File: src/rtl/encryption_process_if.sv
// Bus bundle between the ACORN-128 plaintext stage and its neighbours:
// start/capture inputs, ciphertext and final-state outputs, status flags.
interface encryption_process_if #(
  parameter int PT_BITS = 128
) ();
  logic               start_enc;
  logic [292:0]       state_in;
  logic [PT_BITS-1:0] pt_in;
  logic [PT_BITS-1:0] ct_out;
  logic [292:0]       state_out;
  logic               busy;
  logic               done;

  modport master (
    output start_enc, state_in, pt_in,
    input  ct_out, state_out, busy, done
  );

  modport slave (
    input  start_enc, state_in, pt_in,
    output ct_out, state_out, busy, done
  );
endinterface

File: src/rtl/encryption_process.sv
// ACORN-128 plaintext stage: one state update per plaintext bit (emitting
// ciphertext), then 256 padding updates, then a one-cycle done pulse.

// One ACORN-128 StateUpdate128 step, purely combinational; clk/rst only
// qualify the input sanity check.
module state_update128 (
  input  logic         clk,
  input  logic         rst,
  input  logic         ca_in,
  input  logic         cb_in,
  input  logic         mbit_in,
  input  logic [292:0] state_io,
  output logic [292:0] sup128_out,
  output logic         ks_out
);
  logic [292:0] u;
  logic         f;

  function automatic logic maj(input logic x, input logic y, input logic z);
    return (x & y) ^ (x & z) ^ (y & z);
  endfunction

  function automatic logic ch(input logic x, input logic y, input logic z);
    return (x & y) ^ (~x & z);
  endfunction

  // All linear feedback taps use the pre-update state values.
  always_comb begin
    u      = state_io;
    u[289] = state_io[289] ^ state_io[235] ^ state_io[230];
    u[230] = state_io[230] ^ state_io[196] ^ state_io[193];
    u[193] = state_io[193] ^ state_io[160] ^ state_io[154];
    u[154] = state_io[154] ^ state_io[111] ^ state_io[107];
    u[107] = state_io[107] ^ state_io[66]  ^ state_io[61];
    u[61]  = state_io[61]  ^ state_io[23]  ^ state_io[0];
    ks_out = u[12] ^ u[154] ^ maj(u[235], u[61], u[193]) ^ ch(u[230], u[111], u[66]);
    f      = state_io[0] ^ ~u[107] ^ maj(state_io[244], state_io[23], state_io[160])
           ^ (ca_in & state_io[196]) ^ (cb_in & ks_out) ^ mbit_in;
    sup128_out = {f, u[292:1]};
  end

  assert property (@(posedge clk) disable iff (rst) !$isunknown({ca_in, cb_in, mbit_in}));
endmodule

// state | meaning
// IDLE  | waiting for start_enc, registers hold
// ENC   | one plaintext bit per cycle, ciphertext bit written
// PAD   | 256 padding updates (m=1 on first, ca=1 for first 128)
// DONE  | one-cycle done pulse, back to IDLE
module encryption_process #(
  parameter int PT_BITS = 128
) (
  input logic clk,
  input logic rst,
  encryption_process_if.slave bus
);
  typedef enum logic [1:0] {IDLE, ENC, PAD, DONE} state_t;

  localparam logic [8:0] LAST_ENC = 9'(PT_BITS - 1);

  state_t             state, state_next;
  logic [292:0]       state_reg, sup128_out;
  logic [PT_BITS-1:0] pt_reg, ct_reg, one_hot;
  logic [8:0]         cnt;
  logic               ks, m, ca, cb, load, step, ct_we, cnt_clr;

  assign one_hot = PT_BITS'(1) << cnt;

  state_update128 u_sup (
    .clk        (clk),
    .rst        (rst),
    .ca_in      (ca),
    .cb_in      (cb),
    .mbit_in    (m),
    .state_io   (state_reg),
    .sup128_out (sup128_out),
    .ks_out     (ks)
  );

  always_ff @(posedge clk or posedge rst) begin
    if (rst) state <= IDLE;
    else     state <= state_next;
  end

  always_comb begin
    state_next = state;
    m          = 1'b0;
    ca         = 1'b0;
    cb         = 1'b0;
    load       = 1'b0;
    step       = 1'b0;
    ct_we      = 1'b0;
    cnt_clr    = 1'b0;
    case (state)
      IDLE: begin
        if (bus.start_enc) begin
          load       = 1'b1;
          state_next = ENC;
        end
      end
      ENC: begin
        m     = |(pt_reg & one_hot);
        ca    = 1'b1;
        step  = 1'b1;
        ct_we = 1'b1;
        if (cnt == LAST_ENC) begin
          cnt_clr    = 1'b1;
          state_next = PAD;
        end
      end
      PAD: begin
        m    = (cnt == 9'd0);
        ca   = (cnt < 9'd128);
        step = 1'b1;
        if (cnt == 9'd255) state_next = DONE;
      end
      DONE: state_next = IDLE;
      default: state_next = IDLE;
    endcase
  end

  always_ff @(posedge clk or posedge rst) begin
    if (rst) begin
      state_reg <= '0;
      pt_reg    <= '0;
      ct_reg    <= '0;
      cnt       <= '0;
    end else if (load) begin
      state_reg <= bus.state_in;
      pt_reg    <= bus.pt_in;
      ct_reg    <= '0;
      cnt       <= '0;
    end else if (step) begin
      state_reg <= sup128_out;
      if (ct_we) ct_reg <= (ct_reg & ~one_hot) | (one_hot & {PT_BITS{m ^ ks}});
      cnt <= cnt_clr ? 9'd0 : cnt + 9'd1;
    end
  end

  assign bus.ct_out    = ct_reg;
  assign bus.state_out = state_reg;
  assign bus.busy      = (state == ENC) || (state == PAD);
  assign bus.done      = (state == DONE);
endmodule

File: src/flat_wrapper.sv
// flat-port wrapper written by rule: the top's interface ports become plain ports
module encryption_process_flat 
#(
  parameter int PT_BITS = 128
)
  (clk, rst, bus_start_enc, bus_state_in, bus_pt_in, bus_ct_out, bus_state_out, bus_busy, bus_done);
  encryption_process_if #(.PT_BITS(PT_BITS)) bus_i ();
  input logic clk;
  input logic rst;
  input wire logic [$bits(bus_i.start_enc)-1:0] bus_start_enc;
  input wire logic [$bits(bus_i.state_in)-1:0] bus_state_in;
  input wire logic [$bits(bus_i.pt_in)-1:0] bus_pt_in;
  output wire logic [$bits(bus_i.ct_out)-1:0] bus_ct_out;
  output wire logic [$bits(bus_i.state_out)-1:0] bus_state_out;
  output wire logic [$bits(bus_i.busy)-1:0] bus_busy;
  output wire logic [$bits(bus_i.done)-1:0] bus_done;
  assign bus_i.start_enc = bus_start_enc;
  assign bus_i.state_in = bus_state_in;
  assign bus_i.pt_in = bus_pt_in;
  assign bus_ct_out = bus_i.ct_out;
  assign bus_state_out = bus_i.state_out;
  assign bus_busy = bus_i.busy;
  assign bus_done = bus_i.done;
  encryption_process #(.PT_BITS(PT_BITS)) u_core (.clk(clk), .rst(rst), .bus(bus_i));
endmodule
File: config.mk
export PLATFORM = sky130hd
export DESIGN_NAME = encryption_process_flat
export DESIGN_NICKNAME = d
export VERILOG_FILES = /design/src/rtl/encryption_process_if.sv /design/src/rtl/encryption_process.sv /design/src/flat_wrapper.sv
export SDC_FILE = /design/constraint.sdc
export NUM_CORES = 2
export LEC_CHECK = 0
export CAP_MARGIN = 20
export CORE_AREA = 2 2 331 333
export DETAILED_ROUTE_END_ITERATION = 7
export DIE_AREA = 0 0 333 335
export MAX_ROUTING_LAYER = met4
export REMOVE_ABC_BUFFERS = 1
export SETUP_SLACK_MARGIN = 0.5
export SLEW_MARGIN = 20
export SYNTH_ARGS = -nofsm -noshare
export SYNTH_HDL_FRONTEND = slang
export SYNTH_SLANG_ARGS = --single-unit
File: constraint.sdc
create_clock -name clk -period 48.3 [get_ports clk]
set_clock_uncertainty 0.05 [all_clocks]
set_input_delay 14.49 -clock clk [delete_from_list [all_inputs] [get_ports clk]]
set_output_delay 14.49 -clock clk [all_outputs]
set_load 0.005 [all_outputs]
==> results.py <==
metrics = {
    "clock_tree": {
        "post_cts_buffers": 0,
        "htreeDepth": 3,
        "cts_buffers": 70,
        "cts-hold-fix-buffers": 0,
        "clk_pin_slew_worst_paths_ps": 60,
        "clock-sinks": 560,
        "cts-root-buf": "clkbuf_16",
        "clockBufferDepth": 3,
        "clkLatencyLatePin_ps": 630,
        "postCtsResizedCells": 0,
        "cts_tree": "yes",
    },
    "placement": {
        "dp_hpwl_um": 82800,
        "post-place-ws_ps": 30390,
        "numPortBuffers": 846,
        "place.gp.congestion": 0.894,
    },
    "sta": {
        "fin_crit_sh": 0.359,
        "slew_headroom": 0.203,
        "worst_slack_ps": 30980,
        "setup_tns_ps": 0,
        "setup_viol": 0,
        "hold_viol_final": 0,
        "slew_violations": 0,
        "tightest_slew_ps": 1190,
        "fmax_mhz": 57.7,
        "rsz0062_at_grt": "no",
        "post-route-min-period_ps": 17320,
    },
    "setup_path": {
        "cp_cell_sequence": "clkdlybuf4s50_1 -> and2_4 -> buf_12 -> buf_12 -> o21ai_0",
        "rr_worst_depth": 9,
        "cp.depth": 5,
        "start_kind": "primary input",
        "slowest_delay_ps": 640,
        "r2r_slack_ps": 42960,
        "cp_data_required_time_ps": 48690,
        "critical_path_arrival_ps": 17710,
        "cpMaxStageDelayCell": "buf_12",
        "critical_path_buf_inv_count": 3,
        "endpoint_kind": "register",
        "cpMostUsedCell": "buf_12",
        "critPathKind": "in2reg",
        "path_delay_family": "buffers and inverters",
        "worstPathMaxFanout": 256,
    },
    "route": {
        "vias": 23951,
        "drt-initial-drc-count": 1895,
        "via_per_inst": 4.87,
        "drc": 0,
        "routed_wl_um": 114000,
        "ant_nets": 0,
        "drt_pass1_iterations": 6,
        "wl_per_cell_um": 23.1,
    },
    "floorplanning": {
        "dieArea_um2": 112000,
        "initial_core_util": 0.247,
        "die_w_um": 333,
        "core_region_area_um2": 108000,
        "io-pin-count": 847,
        "fp.dieH_um": 335,
        "placement_rows": 121,
    },
    "global_route": {
        "grtUsageTotal": 0.203,
        "first_global_vias": 23811,
        "grt_antenna_before_repair": 20,
        "grt_first_pass_wirelength_um": 165000,
        "grt-ovfl-total": 0,
        "grt_start_max_net_pins": 257,
    },
    "power_and_ir_drop": {
        "ir_worst_vdd_uv": 17.9,
        "p_clk_frac": 0.507,
        "p_leak_uw": 0.0165,
        "p_int_uw": 813,
        "p_sw_uw": 233,
        "power_frac_seq": 0.448,
        "power_frac_comb": 0.045,
        "powerDensity_nw_per_um2": 27.0,
        "switching_share": 0.223,
    },
    "final_layout": {
        "fillers": 10955,
        "largest_reg_flops": 293,
        "layout_commonest_cell": "clkdlybuf4s50_1",
        "drive_above_1_share": 0.0701,
        "area_growth_pct": 45.1,
        "final_nets": 3864,
        "mostFrequentLayoutCells": "clkdlybuf4s50_1, nand2_1, dfrtp_1, o21ai_0, mux2i_1",
    },
    "yosys": {
        "synth-seq-cells": 560,
        "netlist_area_um2": 26700,
        "async_reset_ff_frac": 1.00,
        "yosys_warnings": 0,
        "synthCells": 2697,
        "synth.distinct_cells": 74,
        "seq_area_frac_synth": 0.525,
        "avgSynthCellArea_um2": 9.90,
        "synthFlopType": "dfrtp_1",
        "synth_edf_count": 0,
    },
    "flow_run": {
        "max_cap_viol_count": 0,
    },
    "run_status": {
        "status": "finished clean",
    },
    "hold_path": {
        "hold_depth": 2,
        "hp-class": "reg2reg",
    },
}
power by group through the flow:
stage | registers [uW] | clock network, uW | logic [uW]
6_report | 469 | 530 | 47.2
2_1_floorplan | 478 | 0 | 7.15
5_1_grt | 469 | 561 | 50.8
4_1_cts | 469 | 541 | 48.2
3_5_place_dp | 478 | 0 | 47.8
3_3_place_gp | 478 | 0 | 48.1
tightest hold or removal path, cell delays in order, from the launching register on:
cell	delay [ps]
dfrtp_1	330
nand2_1	50
nand2_1	50
metrics by stage:
| step | cell area (um^2) | hold WS [ps] | util | total power (uW) | cells |
|---|---|---|---|---|---|
| 5_1_grt | 38700 | 438 | 0.358 | 1080 | 4915 |
| 3_5_place_dp | 36400 | 404 | 0.337 | 526 | 4774 |
| 2_1_floorplan | 25700 | 387 | - | 485 | 2470 |
| 6_report | 38700 | 414 | 0.358 | 1050 | 4915 |
| 4_1_cts | 38700 | 418 | 0.358 | 1060 | 4896 |
| 3_3_place_gp | 36400 | 400 | 0.337 | 526 | 4774 |
cells in the mapped netlist (18+ instances only):
| cell | number | area (um^2) |
|---|---|---|
| buf_6 | 18 | 203 |
| o211ai_1 | 25 | 188 |
| clkbuf_1 | 170 | 638 |
| nor2_1 | 43 | 161 |
| nand4_1 | 33 | 206 |
| nand2_1 | 714 | 2680 |
| a311oi_2 | 41 | 616 |
| a21oi_1 | 113 | 566 |
| dfrtp_1 | 560 | 14000 |
| mux2i_1 | 296 | 2960 |
| a311oi_1 | 55 | 482 |
| nand3_1 | 34 | 170 |
| o21ai_0 | 305 | 1530 |
layer usage:
layer,global-route usage,part of all wire,vias to the layer above
li1,-,-,11007
met2,0.308,0.46,933
met4,0.0622,0.028,0
met1,0.265,0.44,11846
met5,-,0,-
met3,0.0490,0.075,165
cell type report:
class	count	area, um^2	area share
inverters	15	63.8	0.00165
well taps	1414	1770	0.0457
clock inverters	20	239	0.00617
flip-flops and latches	560	14000	0.362
multi-input cells	1895	11700	0.302
clock buffers	102	2030	0.0525
repair buffers	890	8870	0.229
diodes	19	47.5	0.00123
kinds of logic (layout without fill, tap and decap cells):
logic type      count (synthesis)  count (layout)  synth area share
mux                           311             311             0.117
flops                         560             560             0.525
compound gates                623             623             0.156
other cells                     0              19                 0
xor+xnor                       21              21           0.00745
simple gates                  930             930             0.149
buf+inv                       242            1027            0.0405
fa+ha+maj                      10              10           0.00450
path summary, 6_finish.rpt:
kind / to / startpoint
max in group asynchronous: u_core.cnt[4] / rst
worst min-delay path: u_core.pt_reg[29] / u_core.pt_reg[29]
worst max-delay path: u_core.bus.state_out[99] / bus_start_enc
worst min register to register: u_core.pt_reg[29] / u_core.pt_reg[29]
worst max register to register: u_core.bus.ct_out[107] / u_core.cnt[4]
min in group asynchronous: u_core.bus.state_out[278] / rst
Power figures use the tool's default switching activity.
